<file path="config.mk">
export PLATFORM = sky130hd
export DESIGN_NAME = sync_fifo_param_flat
export DESIGN_NICKNAME = d
export VERILOG_FILES = /design/src/rtl/fifo_pkg.sv /design/src/rtl/sync_fifo_param_if.sv /design/src/rtl/fifo_mem_2p.sv /design/src/rtl/sync_fifo_param.sv /design/src/flat_wrapper.sv
export SDC_FILE = /design/constraint.sdc
export NUM_CORES = 1
export LEC_CHECK = 0
export CAP_MARGIN = 5
export CORE_ASPECT_RATIO = 1.75
export CORE_MARGIN = 2
export CORE_UTILIZATION = 31
export CTS_CLUSTER_DIAMETER = 100
export DETAILED_ROUTE_END_ITERATION = 7
export PLACE_DENSITY = 0.55
export SETUP_SLACK_MARGIN = 0.1
export SLEW_MARGIN = 10
export SYNTH_ARGS = -nofsm -noshare
export SYNTH_HDL_FRONTEND = slang
export SYNTH_SLANG_ARGS = --single-unit
</file>
<file path="constraint.sdc">
create_clock -name clk -period 3.4 [get_ports clk]
set_input_delay 0.51 -clock clk [delete_from_list [all_inputs] [get_ports clk]]
set_output_delay 0.51 -clock clk [all_outputs]
set_load 0.1 [all_outputs]
</file>
<file path="src/rtl/fifo_pkg.sv">
// fifo_pkg: shared constants and helpers for the parametrised FIFO family.
package fifo_pkg;
    localparam int FIFO_MODE_STD  = 0;
    localparam int FIFO_MODE_FWFT = 1;
    localparam int DEF_DATA_W     = 8;
    localparam int DEF_DEPTH      = 64;
    localparam int DEF_AE_LEVEL   = 4;
    localparam int DEF_AF_MARGIN  = 4;

    function automatic int clog2(input int v);
        int r = 0;
        while ((1 << r) < v) r++;
        return r;
    endfunction
endpackage

</file>
<file path="src/rtl/sync_fifo_param_if.sv">
// sync_fifo_param_if: write/read handshake, status flags and error bundle of the FIFO.
interface sync_fifo_param_if #(
    parameter int DATA_W = fifo_pkg::DEF_DATA_W,
    parameter int DEPTH  = fifo_pkg::DEF_DEPTH
);
    localparam int CNT_W = fifo_pkg::clog2(DEPTH) + 1;
    logic              wr_en;
    logic [DATA_W-1:0] wr_data;
    logic              rd_en;
    logic [DATA_W-1:0] rd_data;
    logic              rd_valid;
    logic              full;
    logic              empty;
    logic              almost_full;
    logic              almost_empty;
    logic [CNT_W-1:0]  count;
    logic              clr_err;
    logic              overflow;
    logic              underflow;

    modport master (
        output wr_en, wr_data, rd_en, clr_err,
        input  rd_data, rd_valid, full, empty, almost_full, almost_empty, count, overflow, underflow
    );
    modport slave (
        input  wr_en, wr_data, rd_en, clr_err,
        output rd_data, rd_valid, full, empty, almost_full, almost_empty, count, overflow, underflow
    );
endinterface

</file>
<file path="src/rtl/fifo_mem_2p.sv">
// fifo_mem_2p: DEPTH x DATA_W storage, synchronous write, asynchronous read, no reset.
module fifo_mem_2p #(
    parameter int DATA_W = 8,
    parameter int DEPTH  = 64,
    parameter int ADDR_W = fifo_pkg::clog2(DEPTH)
) (
    input  logic              clk,
    input  logic              we,
    input  logic [ADDR_W-1:0] waddr,
    input  logic [DATA_W-1:0] wdata,
    input  logic [ADDR_W-1:0] raddr,
    output logic [DATA_W-1:0] rdata
);
    logic [DATA_W-1:0] mem [DEPTH];

    always_ff @(posedge clk)
        if (we) mem[waddr] <= wdata;

    assign rdata = mem[raddr];
endmodule

</file>
<file path="src/rtl/sync_fifo_param.sv">
// sync_fifo_param: parametrised single-clock FIFO with level flags, occupancy,
// optional first-word-fall-through read and sticky overflow/underflow.
module sync_fifo_param
    import fifo_pkg::*;
#(
    parameter int DATA_W   = DEF_DATA_W,
    parameter int DEPTH    = DEF_DEPTH,
    parameter int AF_LEVEL = DEPTH - DEF_AF_MARGIN,
    parameter int AE_LEVEL = DEF_AE_LEVEL,
    parameter int FWFT     = FIFO_MODE_STD
) (
    input logic              clk,
    input logic              reset,
    sync_fifo_param_if.slave bus
);
    localparam int ADDR_W = clog2(DEPTH);
    localparam logic [ADDR_W:0] AF_CNT = (ADDR_W + 1)'(AF_LEVEL);
    localparam logic [ADDR_W:0] AE_CNT = (ADDR_W + 1)'(AE_LEVEL);

    logic [ADDR_W:0]   wr_ptr, rd_ptr, cnt;
    logic              full, empty, wr_acc, rd_acc;
    logic [DATA_W-1:0] head, rd_data_q;
    logic              rd_valid_q, overflow_q, underflow_q;

    // Extra pointer MSB distinguishes full from empty when the address bits match.
    assign cnt    = wr_ptr - rd_ptr;
    assign empty  = wr_ptr == rd_ptr;
    assign full   = (wr_ptr[ADDR_W-1:0] == rd_ptr[ADDR_W-1:0]) && (wr_ptr[ADDR_W] != rd_ptr[ADDR_W]);
    assign wr_acc = bus.wr_en & ~full;
    assign rd_acc = bus.rd_en & ~empty;

    fifo_mem_2p #(.DATA_W(DATA_W), .DEPTH(DEPTH)) u_mem (
        .clk   (clk),
        .we    (wr_acc),
        .waddr (wr_ptr[ADDR_W-1:0]),
        .wdata (bus.wr_data),
        .raddr (rd_ptr[ADDR_W-1:0]),
        .rdata (head)
    );

    always_ff @(posedge clk or posedge reset) begin
        if (reset) begin
            wr_ptr      <= '0;
            rd_ptr      <= '0;
            rd_data_q   <= '0;
            rd_valid_q  <= 1'b0;
            overflow_q  <= 1'b0;
            underflow_q <= 1'b0;
        end else begin
            wr_ptr      <= wr_ptr + (ADDR_W + 1)'(wr_acc);
            rd_ptr      <= rd_ptr + (ADDR_W + 1)'(rd_acc);
            rd_valid_q  <= rd_acc;
            rd_data_q   <= rd_acc ? head : rd_data_q;
            overflow_q  <= (bus.wr_en & full) | (overflow_q & ~bus.clr_err);
            underflow_q <= (bus.rd_en & empty) | (underflow_q & ~bus.clr_err);
        end
    end

    // FWFT shows the head word directly; an empty FIFO presents zero so reset looks clean.
    always_comb begin
        bus.rd_data      = (FWFT == FIFO_MODE_FWFT) ? (empty ? '0 : head) : rd_data_q;
        bus.rd_valid     = (FWFT == FIFO_MODE_FWFT) ? ~empty : rd_valid_q;
        bus.full         = full;
        bus.empty        = empty;
        bus.almost_full  = cnt >= AF_CNT;
        bus.almost_empty = cnt <= AE_CNT;
        bus.count        = cnt;
        bus.overflow     = overflow_q;
        bus.underflow    = underflow_q;
    end
endmodule

</file>
<file path="src/flat_wrapper.sv">
// flat-port wrapper written by rule: the top's interface ports become plain ports
module sync_fifo_param_flat import fifo_pkg::*;
#(
    parameter int DATA_W   = DEF_DATA_W,
    parameter int DEPTH    = DEF_DEPTH,
    parameter int AF_LEVEL = DEPTH - DEF_AF_MARGIN,
    parameter int AE_LEVEL = DEF_AE_LEVEL,
    parameter int FWFT     = FIFO_MODE_STD
)
  (clk, reset, bus_wr_en, bus_wr_data, bus_rd_en, bus_clr_err, bus_rd_data, bus_rd_valid, bus_full, bus_empty, bus_almost_full, bus_almost_empty, bus_count, bus_overflow, bus_underflow);
  sync_fifo_param_if #(.DATA_W(DATA_W), .DEPTH(DEPTH)) bus_i ();
  input logic clk;
  input logic reset;
  input wire logic [$bits(bus_i.wr_en)-1:0] bus_wr_en;
  input wire logic [$bits(bus_i.wr_data)-1:0] bus_wr_data;
  input wire logic [$bits(bus_i.rd_en)-1:0] bus_rd_en;
  input wire logic [$bits(bus_i.clr_err)-1:0] bus_clr_err;
  output wire logic [$bits(bus_i.rd_data)-1:0] bus_rd_data;
  output wire logic [$bits(bus_i.rd_valid)-1:0] bus_rd_valid;
  output wire logic [$bits(bus_i.full)-1:0] bus_full;
  output wire logic [$bits(bus_i.empty)-1:0] bus_empty;
  output wire logic [$bits(bus_i.almost_full)-1:0] bus_almost_full;
  output wire logic [$bits(bus_i.almost_empty)-1:0] bus_almost_empty;
  output wire logic [$bits(bus_i.count)-1:0] bus_count;
  output wire logic [$bits(bus_i.overflow)-1:0] bus_overflow;
  output wire logic [$bits(bus_i.underflow)-1:0] bus_underflow;
  assign bus_i.wr_en = bus_wr_en;
  assign bus_i.wr_data = bus_wr_data;
  assign bus_i.rd_en = bus_rd_en;
  assign bus_i.clr_err = bus_clr_err;
  assign bus_rd_data = bus_i.rd_data;
  assign bus_rd_valid = bus_i.rd_valid;
  assign bus_full = bus_i.full;
  assign bus_empty = bus_i.empty;
  assign bus_almost_full = bus_i.almost_full;
  assign bus_almost_empty = bus_i.almost_empty;
  assign bus_count = bus_i.count;
  assign bus_overflow = bus_i.overflow;
  assign bus_underflow = bus_i.underflow;
  sync_fifo_param #(.DATA_W(DATA_W), .DEPTH(DEPTH), .AF_LEVEL(AF_LEVEL), .AE_LEVEL(AE_LEVEL), .FWFT(FWFT)) u_core (.clk(clk), .reset(reset), .bus(bus_i));
endmodule
</file>
==> results.cfg, run 1 <==
[run_status]
outcome = finished, final reports clean

[setup_path]
path_delay_family = compound AO/OA/AOI/OAI gates
criticalPathCategory = reg2out
worstPathCellList = inv_2 > ha_4 > fa_2 > nor2b_1 > o21ai_1 > a21boi_1 > or2_4 > o311ai_4 > a41o_4 > buf_12
slowest_stage = o311ai_4
end_kind = output pin
critPathArrivalTime_ns = 2.79
cp.buffers_inverters = 2
cp-start-kind = register
cp_max_fo = 3
rrSetupSlack_ns = 0.41
cp.required_ns = 2.89
cp_slowest_stage_delay_ns = 0.43

[place]
dp_hpwl_um = 34800
portBuffers = 34
place.gp.congestion = 0.841
placed_cell_area_mm2 = 0.0232

[clock_network]
cts_sinks = 537
numCtsBuffers = 45
cts_tree = done
clock_latency_ns = 0.57
clk_pin_slew_ns = 0.07
cts-root-buf = clkbuf_16
cts_max_level = 2
cts_max_path_buffers = 3

[timing]
rsz0062_at_grt = true
setup-violations-final = 0
fmax_mhz = 303
layout_worst_path_cycle_share_pct = 97.1
skew_ns = 0.0129
tightest_slew_ns = 1.19
slew_headroom_pct = 20.6
finalSetupTns_ns = 0
hold_violations = 0
whs_ns = 0.367
maxSlewViolCount = 0
fin_crit_ns = 3.30

[die]
die_y_um = 352
coreArea_mm2 = 0.0685
io-pin-count = 35
rows = 127
initial_core_util_pct = 31.3
die_w_um = 203
dieArea_mm2 = 0.0713

[logic_synthesis]
synth_nets = 1168
seq_area_frac_synth_pct = 74.6
synth-main-ff-cell = edfxtp_1
synth-seq-cells = 537
syn_area_per_cell_um2 = 18.7
ys_types = 55
syn_inst = 1144
synth_edf_count = 512
synthesis.area_mm2 = 0.0214
yosysWarnings = 0
synthArstFlopShare_pct = 4.66

[layout]
fin_util_pct = 36.2
n_antenna_cell = 0
layout.nets = 1256
area_growth_pct = 15.6
drive_above_1_share_pct = 22.3
design_area_mm2 = 0.0248

[detailed_routing]
final_antenna_net_count = 0
drc = 0
routed_via_density = 4.95
drtPass1Iterations = 5
wl_um = 52700
drtIter0Drc = 809
routedWlPerCell_um = 24.3
dr_total_vias = 10700

[grt]
grt_pass1_wl_um = 77000
grt_pass1_vias = 11400
globalRouteOverflowTotal = 0
grt_max_degree = 100
antenna_found_initial = 0
grt.total_usage_pct = 14.9

[power]
power_density_mw_per_mm2 = 909
p_leak_uw = 0.00806
ir_drop_mv = 0.746
p_total_uw = 22500

[run]
maxCapViolations = 0

[worst_hold_path]
hold_path_class = in2async
-- worst reg2reg max path, delay by kind of cell (launching register included) --
family,cells,cell delay [ns]
DFF,1,0.45
muxes,1,0.57
buffers and inverters,2,0.89
AOI/OAI and AO/OA,4,0.96
-- cell type report --
class	instances	area, um^2
Timing Repair Buffer	103	953
Inverter	17	71.3
Clock inverter	30	337
Clock buffer	54	1200
Fill cell	6330	43700
Tap cell	903	1130
Multi-Input combinational cell	528	5080
Sequential cell	537	16000
-- stage by stage --
stage | worst slack (ns) | cells
floorplan | -0.0856 | 1144
global placement | 0.347 | 2080
detailed placement | 0.340 | 2080
CTS | 0.101 | 2167
global route | -0.0273 | 2172
finish | 0.0995 | 2172
-- layout by cell type (no fill, tap or decap), types with 6 or more instances in the layout --
master and instances:
ha_1 7, a22oi_1 24, nand2_1 29, a221oi_1 6, edfxtp_1 512, mux4_2 85, a21oi_1 13, clkinv_2 12
nor2_1 92, dfrtp_1 21, mux2i_1 92, a31oi_1 9, nand3_1 47, o22ai_1 16, clkinv_1 6, buf_4 67
o211ai_1 10, buf_12 13, bufinv_16 7, inv_1 13, clkbuf_1 7, buf_2 8, o21ai_1 16, clkdlybuf4s50_1 15
clkbuf_16 47
-- what timing repair did --
action | 4_1_cts | 5_1_grt
gates cloned | 0 | 0
resized for setup | 6 | 2
endpoints found under the setup margin | 3 | 2
buffers inserted | 3 | 5
hold buffers | 0 | 0
hold endpoints to repair | 0 | 0
pin swaps | 5 | 8
-- per-layer routing --
metal,wire [um],vias up,GRT usage (%)
li1,-,4755,-
met1,19100,5637,15.7
met2,29800,259,29.2
met3,1470,95,1.66
met4,2340,0,6.87
met5,0,-,0
-- cell families (layout without fill, tap and decap cells) --
family	after synthesis	in the layout	share of synthesized area, %
multiplexers	180	180	13.6
AO/OA/AOI/OAI	113	113	3.61
adder cells (fa/ha/maj)	11	11	0.677
XOR/XNOR	13	13	0.566
AND/OR/NAND/NOR	211	211	4.63
flip-flops	537	537	74.6
buffers and inverters	79	204	2.27
-- path summary, 6_finish.rpt --
| path | startpoint | endpoint | depth (start not counted) |
|---|---|---|---|
| max | u_core.wr_ptr[0] | bus_almost_full | 10 |
| min | reset | u_core.bus.underflow | 2 |
| max reg2reg | u_core.rd_ptr[0] | u_core.bus.rd_data[4] | 7 |
| min reg2reg | u_core.wr_ptr[6] | u_core.wr_ptr[6] | 1 |
| max in group asynchronous | reset | u_core.bus.rd_data[3] | 3 |
| min in group clk | u_core.wr_ptr[6] | u_core.wr_ptr[6] | 1 |
-- synthesized netlist by cell type, types with 5 or more instances --
library cell,n,area (um^2)
mux2i_1,92,921
inv_1,15,56.3
nor2_1,93,349
xor2_1,6,52.6
clkbuf_1,14,52.6
a21oi_1,14,70.1
o21ai_1,14,70.1
nor2b_1,6,37.5
ha_1,10,125
dfrtp_1,25,626
nand2_1,32,120
buf_2,19,95.1
buf_6,10,113
a221oi_1,6,52.6
buf_1,10,37.5
xnor2_1,6,52.6
o21ai_0,5,25.0
mux4_2,85,1910
nand3_1,48,240
edfxtp_1,512,15400
a31oi_1,9,56.3
a22oi_1,24,180
o22ai_1,16,100
o211ai_1,10,75.1
-- registers in the layout (all words and copies together) (netlist names) --
| signal | flops |
|---|---|
| u_core.wr_ptr | 7 |
| u_core.bus.underflow | 1 |
| u_core.rd_ptr | 7 |
| u_core.bus.overflow | 1 |
| u_core.u_mem.mem | 512 |
| u_core.bus.rd_data | 8 |
| u_core.bus.rd_valid | 1 |
-- where the power goes --
part / switching, uW / leakage (uW) / internal [uW]
sequential: 184 / 0.00490 / 7610
clock: 2360 / 0.000765 / 3080
combinational: 5880 / 0.00240 / 3410
(Power assumes the default switching activity.)
==> run 2: changes to the inputs <==
--- a/config.mk
+++ b/config.mk
@@ -6,12 +6,12 @@
 export NUM_CORES = 1
 export LEC_CHECK = 0
 export CAP_MARGIN = 5
-export CORE_ASPECT_RATIO = 1.75
+export CORE_ASPECT_RATIO = 0.7
 export CORE_MARGIN = 2
-export CORE_UTILIZATION = 31
+export CORE_UTILIZATION = 30
 export CTS_CLUSTER_DIAMETER = 100
 export DETAILED_ROUTE_END_ITERATION = 7
-export PLACE_DENSITY = 0.55
+export PLACE_DENSITY = 0.54
 export SETUP_SLACK_MARGIN = 0.1
 export SLEW_MARGIN = 10
 export SYNTH_ARGS = -nofsm -noshare
==> run 2 against run 1 <==
Against the previous run:
- count of clock-buffer cells in the layout grew 7
- non-clock buffer count grew 23
- first-iteration DRC count grew 26%
- via count grew 3.8%
- power grew 2.1%
- global-route usage shrank 0.077 points
- clock power grew 3.9%
- worst setup slack gained 0.041 ns
- clock skew grew 0.0089 ns
- flip-flop and latch count is the same
- wire length grew 2.5%
- sequential share of layout area shrank 0.89 points
- highest routed layer unchanged
==> results.cfg, run 2 (synthesis results as in run 1) <==
[grt]
globalRouteOverflowTotal = 0
grt.total_usage_pct = 14.8
grt_pass1_vias = 11100
antenna_found_initial = 1
grt_max_degree = 100
grt_pass1_wl_um = 78500

[timing]
whs_ns = 0.312
fmax_mhz = 307
tightest_slew_ns = 1.13
fin_crit_ns = 3.26
slew_headroom_pct = 24.8
setup-violations-final = 0
rsz0062_at_grt = true
finalSetupTns_ns = 0
maxSlewViolCount = 0
skew_ns = 0.0218
hold_violations = 0
layout_worst_path_cycle_share_pct = 95.9

[detailed_routing]
drtPass1Iterations = 5
routed_via_density = 4.95
dr_total_vias = 11200
drc = 0
drtIter0Drc = 1020
routedWlPerCell_um = 24.0
wl_um = 54000
final_antenna_net_count = 0

[run_status]
outcome = finished, final reports clean

[layout]
drive_above_1_share_pct = 24.7
final_common_cell = edfxtp_1
final_cell_mix = edfxtp_1, buf_4, nor2_1, mux2i_1, mux4_2
multi_input_area_mm2 = 0.00511
area_growth_pct = 17.3
n_antenna_cell = 0
regArea_mm2 = 0.0160
regMostFlops = u_core.u_mem.mem
largest_register_ffs = 512
fin_util_pct = 35.8
fillers = 6515
layout.nets = 1283

[place]
place.gp.congestion = 0.812
portBuffers = 34
dp_hpwl_um = 34500

[setup_path]
worstPathCellList = inv_2 > ha_4 > fa_2 > nor2b_4 > o21ai_2 > a21boi_2 > or2_4 > o311ai_4 > buf_4 > buf_12
startpoint = u_core.wr_ptr[0]
path_delay_family = compound AO/OA/AOI/OAI gates
end_kind = output pin
cp_slowest_stage_delay_ns = 0.41
cp-start-kind = register
cp_max_fo = 3
cp.required_ns = 2.89
timing.rr.start = u_core.rd_ptr[0]
critPathArrivalTime_ns = 2.75
cp.buffers_inverters = 3
slowest_stage = dfrtp_1
criticalPathCategory = reg2out

[clock_network]
cts_tree = done
cts_max_path_buffers = 3
clock_latency_ns = 0.59
holdBufCountCts = 0
cts_sinks = 537
clk_pin_slew_ns = 0.07
cts_max_level = 2
cts-root-buf = clkbuf_16
numCtsBuffers = 49

[die]
coreArea_mm2 = 0.0702
die_w_um = 323
dieArea_mm2 = 0.0736
rows = 81
die_y_um = 228
initial_core_util_pct = 30.5
io-pin-count = 35

[power]
seqPwrFrac_pct = 34.2
combinationalPowerShare_pct = 41.3
power_density_mw_per_mm2 = 915
intPower_uw = 14300
p_leak_uw = 0.00823
clock_power_share_pct = 24.6
switchingPower_uw = 8680
ir_drop_mv = 2.46
switching_share_pct = 37.7
p_total_uw = 23000

[run]
maxCapViolations = 0

[worst_hold_path]
hold_path_class = in2reg
holdCritStartpoint = bus_wr_data[3]
-- run 2: cell count changes in the layout (fill, tap and decap cells not counted), moves of 2 or more --
| cell | previous run | this run |
|---|---|---|
| clkinvlp_4 | 0 | 4 |
| clkbuf_16 | 47 | 50 |
| inv_6 | 4 | 0 |
| o21ai_1 | 16 | 14 |
| o21ai_2 | 0 | 2 |
| clkbuf_1 | 7 | 10 |
| buf_4 | 67 | 96 |
| clkdlybuf4s50_1 | 15 | 9 |
-- run 2: metrics by stage --
stage,instances,area [um^2],setup WS [ns]
final,2253,25100,0.141
after global routing,2253,25100,0.0193
after CTS,2244,25000,0.0963
after detailed placement,2151,23400,0.352
after global placement,2151,23400,0.411
after floorplan,1144,21600,-0.0856
-- run 2: final cells by class --
class,count,area share [%]
inverters,17,0.284
repair buffers,126,4.42
flip-flops and latches,537,63.7
multi-input cells,528,20.3
clock inverters,30,1.32
well taps,954,4.75
clock buffers,61,5.18
-- run 2: power groups by stage --
stage	combinational (uW)	clock [uW]	sequential (uW)
finish	9490	5650	7860
global placement	9190	0	8000
detailed placement	9230	0	8000
floorplan	6110	0	8250
CTS	9330	5770	7870
global route	10000	6040	7880
-- run 2: timing repair --
action / CTS / global route
buffers inserted: 2 / 9
gates resized for setup: 7 / 8
pin swaps: 7 / 11
hold endpoints to repair: 0 / 0
endpoints found under the setup margin: 3 / 3
gates cloned: 0 / 0
-- run 2: metal layers --
metal  up-vias  global-route usage [%]  wire, um
met5         -                       0         0
met4         0                    2.58       765
met3        60                    3.52      4680
met2       412                    20.9     22500
met1      5848                    23.1     26100
li1       4831                       -         -
-- run 2: path summary, 6_finish.rpt --
path / end / slack [ns] / cells past startpoint
max: bus_count[6] / 0.14 / 10
min: u_core.u_mem.mem[40][3] / 0.31 / 1
max reg2reg: u_core.bus.rd_data[0] / 0.48 / 7
min reg2reg: u_core.rd_ptr[6] / 0.52 / 1
max in group asynchronous: u_core.rd_ptr[0] / 2.23 / 2
min in group asynchronous: u_core.bus.rd_valid / 0.47 / 2
==> run 3: changes to the inputs <==
--- a/config.mk
+++ b/config.mk
@@ -11,7 +11,7 @@
 export CORE_UTILIZATION = 30
 export CTS_CLUSTER_DIAMETER = 100
 export DETAILED_ROUTE_END_ITERATION = 7
-export PLACE_DENSITY = 0.54
+export PLACE_DENSITY = 0.5
 export SETUP_SLACK_MARGIN = 0.1
 export SLEW_MARGIN = 10
 export SYNTH_ARGS = -nofsm -noshare
==> run 3 against run 2 <==
Against the previous run:
- count of clock-buffer cells in the layout increased by 1
- power up 0.33%
- critical path depth decreased by 1
- hold slack improved by 0.017 ns
- critical endpoint is now bus_almost_empty
- largest power group unchanged
- highest routed layer unchanged
==> results.cfg, run 3 (synthesis results as in run 1) <==
[timing]
finalSetupTns_ns = 0
slew_headroom_pct = 33.1
maxSlewViolCount = 0
setup-violations-final = 0
layout_worst_path_cycle_share_pct = 95.7
hold_violations = 0
skew_ns = 0.0195
rsz0062_at_grt = true
fmax_mhz = 307
tightest_slew_ns = 1.00
fin_crit_ns = 3.26
fin_ws_ns = 0.145

[setup_path]
path_depth = 9
rrSetupSlack_ns = 0.41
worst_r2r_path_depth = 7
worstPathCellList = ha_4 > fa_2 > nor2b_2 > o21ai_2 > nand2_2 > xor2_4 > a211o_1 > nor3_4 > buf_12
cp_slowest_stage_delay_ns = 0.50
slowest_stage = dfrtp_4
cp-start-kind = register
critPathArrivalTime_ns = 2.75
cp_max_fo = 3
path_delay_family = adder cells
cp.buffers_inverters = 1
cp.required_ns = 2.89
end_kind = output pin
criticalPathCategory = reg2out

[grt]
gr-usage-met1_pct = 24.3
grt_pass1_wl_um = 80300
globalRouteOverflowTotal = 0
antenna_found_initial = 1
busiest_layer = met1
grt_max_degree = 105
grt.total_usage_pct = 15.3
grtUsageMet3_pct = 3.92
met2_usage_pct = 20.8
grt_pass1_vias = 11200

[power]
p_total_uw = 23100
p_leak_uw = 0.00834
power_density_mw_per_mm2 = 913
ir_drop_mv = 1.16

[die]
initial_core_util_pct = 30.5
io-pin-count = 35
coreArea_mm2 = 0.0702
dieArea_mm2 = 0.0736
rows = 81
die_w_um = 323
die_y_um = 228

[detailed_routing]
wl_um = 56200
routedWlPerCell_um = 24.8
dr_total_vias = 11100
final_antenna_net_count = 0
routed_via_density = 4.90
drc = 0
drtPass1Iterations = 5
drtIter0Drc = 1165

[worst_hold_path]
worstHoldPathCells = 1
hold_path_class = in2reg

[layout]
stdcell_count = 2270
fillers = 6542
largest_register_ffs = 512
regMostFlops = u_core.u_mem.mem
final_cell_mix = edfxtp_1, buf_4, nor2_1, mux2i_1, mux4_2
regArea_mm2 = 0.0160
layout.nets = 1303
drive_above_1_share_pct = 25.8
design_area_mm2 = 0.0253
area_growth_pct = 17.9
multi_input_area_mm2 = 0.00513
final_common_cell = edfxtp_1

[clock_network]
cts_sinks = 537
holdBufCountCts = 0
cts_tree = done
clock_latency_ns = 0.59
cts_max_level = 2
cts_max_path_buffers = 3
numCtsBuffers = 50
clk_pin_slew_ns = 0.07
cts-root-buf = clkbuf_16

[run]
maxCapViolations = 0

[place]
placed_cells = 2172
placed_cell_area_mm2 = 0.0235
dp_hpwl_um = 35900
portBuffers = 34
place.gp.congestion = 0.778
post-place-ws_ns = 0.540

[run_status]
outcome = finished, final reports clean
[run 3: routing by layer]
| metal | wire length (um) | part of all wire, % |
|---|---|---|
| met1 | 28000 | 50 |
| met2 | 22800 | 41 |
| met3 | 4520 | 8.0 |
| met4 | 942 | 1.7 |
| met5 | 0 | 0 |
[run 3: final cells by class]
type | count | share of cell area, %
well taps | 954 | 4.72
flip-flops and latches | 537 | 63.4
inverters | 17 | 0.282
clock inverters | 26 | 0.955
diodes | 1 | 0.00990
repair buffers | 145 | 4.99
clock buffers | 62 | 5.38
multi-input cells | 528 | 20.3
[run 3: worst reg2reg max path: stages, from the launching register on]
cell,delay (ns)
dfrtp_4,0.43
buf_4,0.14
buf_12,0.54
mux4_2,0.87
a22oi_1,0.22
nand3_1,0.33
o21ai_1,0.24
a21oi_1,0.09
[run 3: final timing paths]
check	startpoint	end
min reg2reg	u_core.rd_ptr[6]	u_core.rd_ptr[6]
max reg2reg	u_core.rd_ptr[0]	u_core.bus.rd_data[0]
min	bus_wr_data[2]	u_core.u_mem.mem[1][2]
max in group asynchronous	reset	u_core.rd_ptr[0]
max	u_core.rd_ptr[0]	bus_almost_empty
min in group asynchronous	reset	u_core.bus.rd_valid
[run 3: where the power goes]
| group | internal [uW] | switching [uW] | leakage, uW | total, uW |
|---|---|---|---|---|
| clock network | 3200 | 2410 | 0.000791 | 5600 |
| logic | 3460 | 6150 | 0.00264 | 9610 |
| registers | 7610 | 242 | 0.00490 | 7850 |
[run 3: through the flow]
stage	util (%)	hold slack [ns]
2_1_floorplan	-	0.493
3_3_place_gp	33.5	0.513
3_5_place_dp	33.5	0.511
4_1_cts	35.9	0.293
5_1_grt	36.0	0.311
6_report	36.0	0.330
[run 3: timing repair]
item / 4_1_cts / 5_1_grt
resized for setup: 6 / 12
endpoints found under the setup margin: 3 / 3
buffers inserted: 5 / 4
pin swaps: 7 / 10
